## src/rtl/rom_burst_reader.sv

```systemverilog
// Burst sequencer in front of a one-hot-addressed, registered-read ROM.
// Walks a wrap-around index range, buffers returned bytes in a 2-deep FIFO and streams them out.
module rom_burst_reader #(
  parameter int DATA_W      = 8,
  parameter int NUM_ENTRIES = 8
) (
  input  logic                       clk,
  input  logic                       rst_n,
  input  logic                       start,
  input  logic [2:0]                 start_idx,
  input  logic [3:0]                 count,
  output logic                       busy,
  output logic                       rom_en,
  output logic [NUM_ENTRIES-1:0]     rom_addr,
  input  logic [DATA_W-1:0]          rom_data,
  output logic                       out_valid,
  input  logic                       out_ready,
  output logic [DATA_W-1:0]          out_data,
  output logic                       done,
  output logic [DATA_W-1:0]          checksum
);

  // Stream handshake: a word transfers on every rising edge where out_valid
  // and out_ready are both 1; out_data holds steady while out_valid waits on out_ready.

  typedef enum logic [1:0] {
    IDLE   = 2'd0,
    RUN    = 2'd1,
    FINISH = 2'd2
  } state_t;

  state_t      state, state_nxt;

  logic [2:0]  idx;
  logic [3:0]  remaining;
  logic [3:0]  issued;
  logic        inflight;
  logic [DATA_W-1:0] fifo_mem [2];
  logic        wr_ptr, rd_ptr;
  logic [1:0]  fifo_cnt;

  logic        start_accept;
  logic        push, pop;
  logic [2:0]  occupancy;
  logic        issue_ok;
  logic        burst_last;
  logic [3:0]  count_clamped;

  assign start_accept  = (state == IDLE) && start;
  assign count_clamped = (count > 4'd8) ? 4'd8 : count;
  assign push          = inflight;
  assign pop           = out_valid && out_ready;
  // Occupancy counts the slot reserved by a read still in flight, minus a word leaving now.
  assign occupancy     = {1'b0, fifo_cnt} + {2'b00, inflight} - {2'b00, pop};
  assign issue_ok      = (state == RUN) && (issued < remaining) && (occupancy < 3'd2);
  assign burst_last    = (state == RUN) && (issued == remaining) && !inflight &&
                         (fifo_cnt == {1'b0, pop});

  // State register
  always_ff @(posedge clk or negedge rst_n) begin
    if (!rst_n) state <= IDLE;
    else        state <= state_nxt;
  end

  // Next-state logic
  always_comb begin
    state_nxt = state;
    case (state)
      IDLE: begin
        if (start) state_nxt = (count == 4'd0) ? FINISH : RUN;
      end
      RUN: begin
        if (burst_last) state_nxt = FINISH;
      end
      FINISH:  state_nxt = IDLE;
      default: state_nxt = IDLE;
    endcase
  end

  // FSM outputs
  always_comb begin
    busy     = (state == RUN);
    done     = (state == FINISH);
    rom_en   = issue_ok;
    rom_addr = '0;
    if (issue_ok) rom_addr = NUM_ENTRIES'(1) << idx;
  end

  // Burst bookkeeping and checksum
  always_ff @(posedge clk or negedge rst_n) begin
    if (!rst_n) begin
      idx       <= '0;
      remaining <= '0;
      issued    <= '0;
      inflight  <= 1'b0;
      checksum  <= '0;
    end else begin
      inflight <= issue_ok;
      if (start_accept) begin
        idx       <= start_idx;
        remaining <= count_clamped;
        issued    <= '0;
        checksum  <= '0;
      end else begin
        if (issue_ok) begin
          idx    <= (idx == 3'(NUM_ENTRIES - 1)) ? 3'd0 : idx + 3'd1;
          issued <= issued + 4'd1;
        end
        if (pop) checksum <= checksum + out_data;
      end
    end
  end

  // Two-entry output FIFO; ROM data is captured the cycle after its read is issued.
  always_ff @(posedge clk or negedge rst_n) begin
    if (!rst_n) begin
      fifo_mem[0] <= '0;
      fifo_mem[1] <= '0;
      wr_ptr      <= 1'b0;
      rd_ptr      <= 1'b0;
      fifo_cnt    <= 2'd0;
    end else begin
      if (push) begin
        fifo_mem[wr_ptr] <= rom_data;
        wr_ptr           <= ~wr_ptr;
      end
      if (pop) rd_ptr <= ~rd_ptr;
      case ({push, pop})
        2'b10:   fifo_cnt <= fifo_cnt + 2'd1;
        2'b01:   fifo_cnt <= fifo_cnt - 2'd1;
        default: fifo_cnt <= fifo_cnt;
      endcase
    end
  end

  assign out_valid = (fifo_cnt != 2'd0);
  assign out_data  = fifo_mem[rd_ptr];

endmodule
```

## config.mk

```make
export PLATFORM = sky130hd
export DESIGN_NAME = rom_burst_reader
export DESIGN_NICKNAME = d
export VERILOG_FILES = /design/src/rtl/rom_burst_reader.sv
export SDC_FILE = /design/constraint.sdc
export NUM_CORES = 1
export LEC_CHECK = 0
export ABC_AREA = 1
export BUFFER_PORTS_ARGS = -buffer_cell sky130_fd_sc_hd__buf_2
export CORE_MARGIN = 5
export CORE_UTILIZATION = 54
export CTS_CLUSTER_DIAMETER = 120
export DETAILED_ROUTE_END_ITERATION = 8
export GPL_ROUTABILITY_DRIVEN = 0
export PLACE_DENSITY = 0.78
export SLEW_MARGIN = 20
export SYNTH_ARGS = -nofsm -noshare
export SYNTH_HDL_FRONTEND = slang
export SYNTH_SLANG_ARGS = --single-unit
```

## constraint.sdc

```tcl
create_clock -name clk -period 5.3 [get_ports clk]
set_clock_uncertainty 0.2 [all_clocks]
set_input_delay 0.53 -clock clk [delete_from_list [all_inputs] [get_ports clk]]
set_output_delay 0.53 -clock clk [all_outputs]
set_load 0.005 [all_outputs]
```

==> results.yml, run 1 <==
outcome:
  outcome: "complete, no violations"
clocking:
  cts.sinks: 42
  clk-insertion-delay-late_ps: 290
  cts_resized: 0
  tritoncts: "yes"
  clockBufferDepth: 2
  clk_pin_slew_ps: 70
  cts_root_buf: "clkbuf_8"
  cts-buffers-inserted: 5
  cts_max_level: 2
  cts_hold_buf: 0
  postCtsSetupBuffers: 0
finish:
  diodes: 0
  area_growth_pct: 13.5
  fin_cells: 414
  seq_area_sq_um: 1050
  drive_gt1_frac: 0.204
  multi_input_area_sq_um: 1220
  nNetsFinal: 403
  fin_util: 0.642
  nFillCells: 411
floorplanning:
  die_w_um: 78.0
  dieArea_sq_um: 6080
  initial_core_util: 0.566
  die_y_um: 78.0
  io_pins: 47
  row_count: 24
  core_area_sq_um: 4410
global_route:
  grt_pass1_wl_mm: 9.42
  first_global_vias: 2024
  antenna_found_initial: 0
  grt_overflow_total: 0
  grt_usage: 0.193
  grt_max_degree: 43
sta:
  slew_headroom: 0.378
  drv_slew: 0
  fmax_mhz: 270
  hold_violations: 0
  final.setup.worst_slack_ps: 1590
  setup_viol: 0
  min_period_ps: 3710
  max_slew.worst_pin.slew_ps: 933
  rsz0062_at_grt: "no"
  fin_tns_setup_ps: 0
  period_share: 0.700
critical_path:
  path_cells: "inv_2 -> nand2_1 -> nand2_1 -> inv_1 -> ha_1 -> or2_2 -> fa_1 -> nand3_2 -> nor2_2 -> nand2_2 -> nor3_2 -> buf_2"
  critPathTopFamily: "simple AND/OR/NAND/NOR gates"
  cp.arrival_ps: 2980
  path_class: "reg -> out"
  critPathRequiredTime_ps: 4570
  crit_top_cell: "nand2_1"
  critPathMaxFanout: 16
  critPathSlowestCell: "fa_1"
  worst-path-buf-inv: 3
  slowest_delay_ps: 500
  critPathCaptureType: "primary output"
  startpoint_type: "flip-flop"
route:
  drc_errors: 0
  wirelength_mm: 5.22
  drt_iter0_markers: 131
  vias: 2065
  drt.antenna.violating_nets: 0
  wl_per_cell_um: 12.6
  viasPerCell: 4.99
  drt_first_pass_iters: 4
synthesis:
  synth_area_sq_um: 2500
  yosysTopAreaCell: "dfrtp_1"
  syn_nets: 356
  syn_avg_cell_area_sq_um: 7.93
  synth.top_cell.area_share: 0.421
  ys_types: 26
  syn_inst: 315
  ys_warn_count: 0
  ys_seq_area_frac: 0.421
  synthTopCellsByArea: "dfrtp_1, nand2_1, ha_1"
  ys_seq_elements: 42
run:
  drv_cap: 0
worst_hold_path:
  min_path_type: "in -> async"
power_and_ir_drop:
  p_leak_nw: 1.63
  powerDensity_nw_per_um2: 627
  vdd_drop_max_mv: 0.269
placement:
  pre_cts_slack_ps: 1830
  hpwl_mm: 4.04
  portBuffers: 46
  dp.cells: 407
-- worst register-to-register path, stage by stage, from the launching register on --
cell and delay (ps):
dfrtp_1 420, inv_2 100, nand2_1 70, nand2_1 170
inv_1 90, ha_1 300, or2_2 310, fa_1 390
inv_1 60, nand2_1 40, nand3_1 90, nor2_2 50
nand2_2 290, nand2_1 220, nand2_1 120, nand2_1 50
-- path summary, 6_finish.rpt --
| kind | from | slack, ps | cells past startpoint | endpoint |
|---|---|---|---|---|
| min in group clk | count[2] | 270 | 3 | remaining[2]$_DFFE_PN0P_ |
| setup / recovery | fifo_cnt[1]$_DFFE_PN0P_ | 1590 | 12 | rom_addr[1] |
| hold / removal | rst_n | 180 | 1 | fifo_mem[15]$_DFFE_PN0P_ |
| max in group asynchronous | rst_n | 4130 | 1 | state[0]$_DFFE_PN0P_ |
| setup reg to reg | fifo_cnt[1]$_DFFE_PN0P_ | 2230 | 15 | idx[0]$_DFFE_PN0P_ |
| hold reg to reg | fifo_mem[1]$_DFFE_PN0P_ | 290 | 2 | fifo_mem[1]$_DFFE_PN0P_ |
-- power breakdown --
part           internal, W  leakage [nW]  switching [W]
sequential        0.000470         0.524       0.000116
combinational     0.000398          1.07       0.000602
clock            0.0000907        0.0383       0.000101
total             0.000959          1.63       0.000819
-- metrics by stage --
stage | cell area [sq um] | total power, W | hold WS, ps
6_report | 2830 | 0.00178 | 177
5_1_grt | 2830 | 0.00200 | 257
4_1_cts | 2830 | 0.00180 | 212
3_5_place_dp | 2760 | 0.00160 | 273
3_3_place_gp | 2760 | 0.00155 | 266
2_1_floorplan | 2500 | 0.00132 | 34.4
-- registers in the layout, summed over array words and instances, names as in the netlist --
signal and count:
checksum 8, issued 4, wr_ptr 1, inflight 1, rd_ptr 1, idx 3
state 2, remaining 4, fifo_mem 16, fifo_cnt 2
-- kinds of logic (layout without fill, tap and decap cells) --
kind of cell / after synthesis / after routing / synth area share
compound gates: 36 / 36 / 0.0757
xor+xnor: 8 / 8 / 0.0281
fa+ha+maj: 22 / 22 / 0.116
buf+inv: 57 / 104 / 0.0907
flops: 42 / 42 / 0.421
simple gates: 150 / 150 / 0.269
-- cells in the final DEF (no fill, tap or decap), drive strengths merged --
| master | count |
|---|---|
| buf | 46 |
| xor2 | 4 |
| o22ai | 1 |
| a21oi | 6 |
| xnor2 | 4 |
| o21ai | 27 |
| inv | 51 |
| a22o | 2 |
| nand2 | 103 |
| or2 | 2 |
| nand3 | 26 |
| fa | 2 |
| nor3 | 6 |
| dfrtp | 42 |
| ha | 20 |
| nor2 | 12 |
| clkbuf | 7 |
| nand4 | 1 |
-- synthesized netlist by cell type --
library cell and n:
o22ai_1 1, clkbuf_1 1, a22o_1 2, nor2_2 1, o21ai_0 15, xor2_1 4
nand3_2 2, nor3_2 6, inv_1 41, nor2_4 2, dfrtp_1 42, nand2_1 102
or2_2 1, nor2_1 9, inv_2 10, or2_1 1, ha_1 20, nand3_1 24
buf_6 1, nand4_1 1, buf_2 4, a21oi_1 6, fa_1 2, xnor2_1 4
o21ai_1 12, nand2_2 1
-- final cells by class --
class,count,share of cell area
Clock buffer,7,0.0269
Tap cell,52,0.0230
Multi-Input combinational cell,216,0.430
Timing Repair Buffer,46,0.0812
Sequential cell,42,0.371
Inverter,51,0.0675
-- metal layers --
| metal | wire (um) | part of all wire | global-route usage | vias to the layer above |
|---|---|---|---|---|
| li1 | - | - | - | 1083 |
| met2 | 2490 | 0.48 | 0.317 | 43 |
| met5 | 0 | 0 | 0 | - |
| met4 | 64 | 0.012 | 0.0541 | 0 |
| met3 | 315 | 0.060 | 0.0567 | 6 |
| met1 | 2350 | 0.45 | 0.247 | 933 |
Power figures use the tool's default switching activity.
==> inputs of run 2 (changes only) <==
--- a/config.mk
+++ b/config.mk
@@ -8,11 +8,11 @@
 export ABC_AREA = 1
 export BUFFER_PORTS_ARGS = -buffer_cell sky130_fd_sc_hd__buf_2
 export CORE_MARGIN = 5
-export CORE_UTILIZATION = 54
+export CORE_UTILIZATION = 50
 export CTS_CLUSTER_DIAMETER = 120
 export DETAILED_ROUTE_END_ITERATION = 8
 export GPL_ROUTABILITY_DRIVEN = 0
-export PLACE_DENSITY = 0.78
+export PLACE_DENSITY = 0.76
 export SLEW_MARGIN = 20
 export SYNTH_ARGS = -nofsm -noshare
 export SYNTH_HDL_FRONTEND = slang
==> constraint.sdc (replaced) <==
create_clock -name clk -period 3.1 [get_ports clk]
set_clock_uncertainty 0.2 [all_clocks]
set_input_delay 0.31 -clock clk [delete_from_list [all_inputs] [get_ports clk]]
set_output_delay 0.31 -clock clk [all_outputs]
set_load 0.005 [all_outputs]
==> results.yml, run 2 (same netlist as run 1, synthesis figures left out) <==
critical_path:
  cp.arrival_ps: 2610
  startpoint_type: "flip-flop"
  critPathCaptureType: "primary output"
  path_cells: "inv_2 -> nand2_2 -> nand2_2 -> inv_2 -> ha_4 -> or2_4 -> fa_2 -> nand3_2 -> nor2_4 -> nand2_2 -> nor2_1 -> buf_2"
  critPathRequiredTime_ps: 2590
  crit_top_cell: "nand2_2"
  path_class: "reg -> out"
  critPathSlowestCell: "fa_2"
  slowest_delay_ps: 570
  critPathMaxFanout: 5
route:
  drc_errors: 0
  drt_iter0_markers: 129
  drt_first_pass_iters: 4
  wirelength_mm: 5.59
  wl_per_cell_um: 12.6
  viasPerCell: 4.92
  vias: 2190
  drt.antenna.violating_nets: 0
sta:
  final.setup.worst_slack_ps: -17.0
  fin_tns_setup_ps: -50.6
  hold_violations: 0
  min_period_ps: 3120
  drv_slew: 0
  rsz0062_at_grt: "yes"
  setup_viol: 5
  fmax_mhz: 321
  period_share: 1.01
  slew_headroom: 0.382
  max_slew.worst_pin.slew_ps: 928
clocking:
  cts.sinks: 42
  clockBufferDepth: 2
  clk-insertion-delay-late_ps: 300
  cts_max_level: 2
  cts-buffers-inserted: 5
  cts_root_buf: "clkbuf_8"
  clk_pin_slew_ps: 80
  tritoncts: "yes"
floorplanning:
  die_w_um: 80.7
  io_pins: 47
  initial_core_util: 0.522
  row_count: 25
  core_area_sq_um: 4790
  dieArea_sq_um: 6510
  die_y_um: 80.7
placement:
  hpwl_mm: 3.94
  portBuffers: 46
  placedInstanceArea_sq_um: 2780
run:
  drv_cap: 0
finish:
  diodes: 0
  final_common_cell: "nand2_1"
  area_growth_pct: 20.7
  drive_gt1_frac: 0.251
  nNetsFinal: 418
  reg.largest.list: "fifo_mem x16, checksum x8"
  largest-register: "fifo_mem"
  largest_reg_flops: 16
  layout_common_cells: "nand2_1, buf_2, dfrtp_1"
  final_area_sq_um: 3010
global_route:
  grt_usage: 0.184
  grt_pass1_wl_mm: 9.15
  first_global_vias: 2142
  grt_max_degree: 43
  grt_overflow_total: 0
  antenna_found_initial: 0
worst_hold_path:
  min_path_type: "in -> reg"
outcome:
  outcome: "finished with violations"
  violations: "negative setup slack"
power_and_ir_drop:
  p_leak_nw: 1.71
  powerDensity_nw_per_um2: 1090
  vdd_drop_max_mv: 0.524
## run 2: metal layers
metal  vias to the layer above  GRT usage  part of all wire
met3                        17     0.0504             0.053
met1                       995      0.204              0.42
met2                        64      0.318              0.49
met5                         -          0                 0
li1                       1114          -                 -
met4                         0     0.0946             0.035
## run 2: final cells by class
type                    instances  area, sq um
repair buffers                 60          338
clock inverters                 1         5.00
inverters                      51          191
well taps                      67         83.8
clock buffers                   7         86.3
flip-flops and latches         42         1050
fillers                       414         1770
multi-input cells             217         1260
## run 2: path summary, 6_finish.rpt
check | startpoint | end | slack [ps] | depth (start not counted)
max in group asynchronous | rst_n | fifo_mem[8]$_DFFE_PN0P_ | 1630 | 2
setup / recovery | fifo_cnt[1]$_DFFE_PN0P_ | rom_addr[7] | -20 | 12
hold reg to reg | fifo_mem[5]$_DFFE_PN0P_ | fifo_mem[5]$_DFFE_PN0P_ | 290 | 2
min in group asynchronous | rst_n | fifo_mem[1]$_DFFE_PN0P_ | 490 | 2
setup reg to reg | fifo_cnt[1]$_DFFE_PN0P_ | issued[0]$_DFFE_PN0P_ | 160 | 14
hold / removal | count[2] | remaining[2]$_DFFE_PN0P_ | 20 | 3
## run 2: stage by stage
| stage | total power (W) | hold slack, ps | util | instances | worst slack, ps |
|---|---|---|---|---|---|
| 3_5_place_dp | 0.00274 | 276 | 0.582 | 423 | 39.3 |
| 2_1_floorplan | 0.00226 | -186 | - | 315 | 171 |
| 6_report | 0.00328 | 22.9 | 0.630 | 445 | -17.0 |
| 4_1_cts | 0.00326 | 20.8 | 0.623 | 441 | -68.8 |
| 5_1_grt | 0.00360 | 44.6 | 0.630 | 445 | -144 |
| 3_3_place_gp | 0.00266 | 269 | 0.582 | 423 | 152 |
## run 2: where the power goes
group          total (W)  leakage [nW]  internal (W)  switching, W
Clock           0.000371        0.0482      0.000180      0.000191
Combinational    0.00192          1.14      0.000806       0.00111
Sequential      0.000988         0.524      0.000803      0.000185
## run 2: repair_timing
action                                  4_1_cts  5_1_grt
setup buffers                                 8        4
endpoints found under the setup margin        9        9
gates resized for setup                       7        1
hold buffers                                  1        0
endpoints found under the hold margin        42        0
gates cloned                                  1        0
pin swaps                                     7        2
## run 2: critical path, delay by kind of cell (launching register included)
kind                     cells  cell delay (ps)
buffers and inverters        3              250
adder cells (fa/ha/maj)      2              780
flip-flops                   1              400
AND/OR/NAND/NOR              7              870
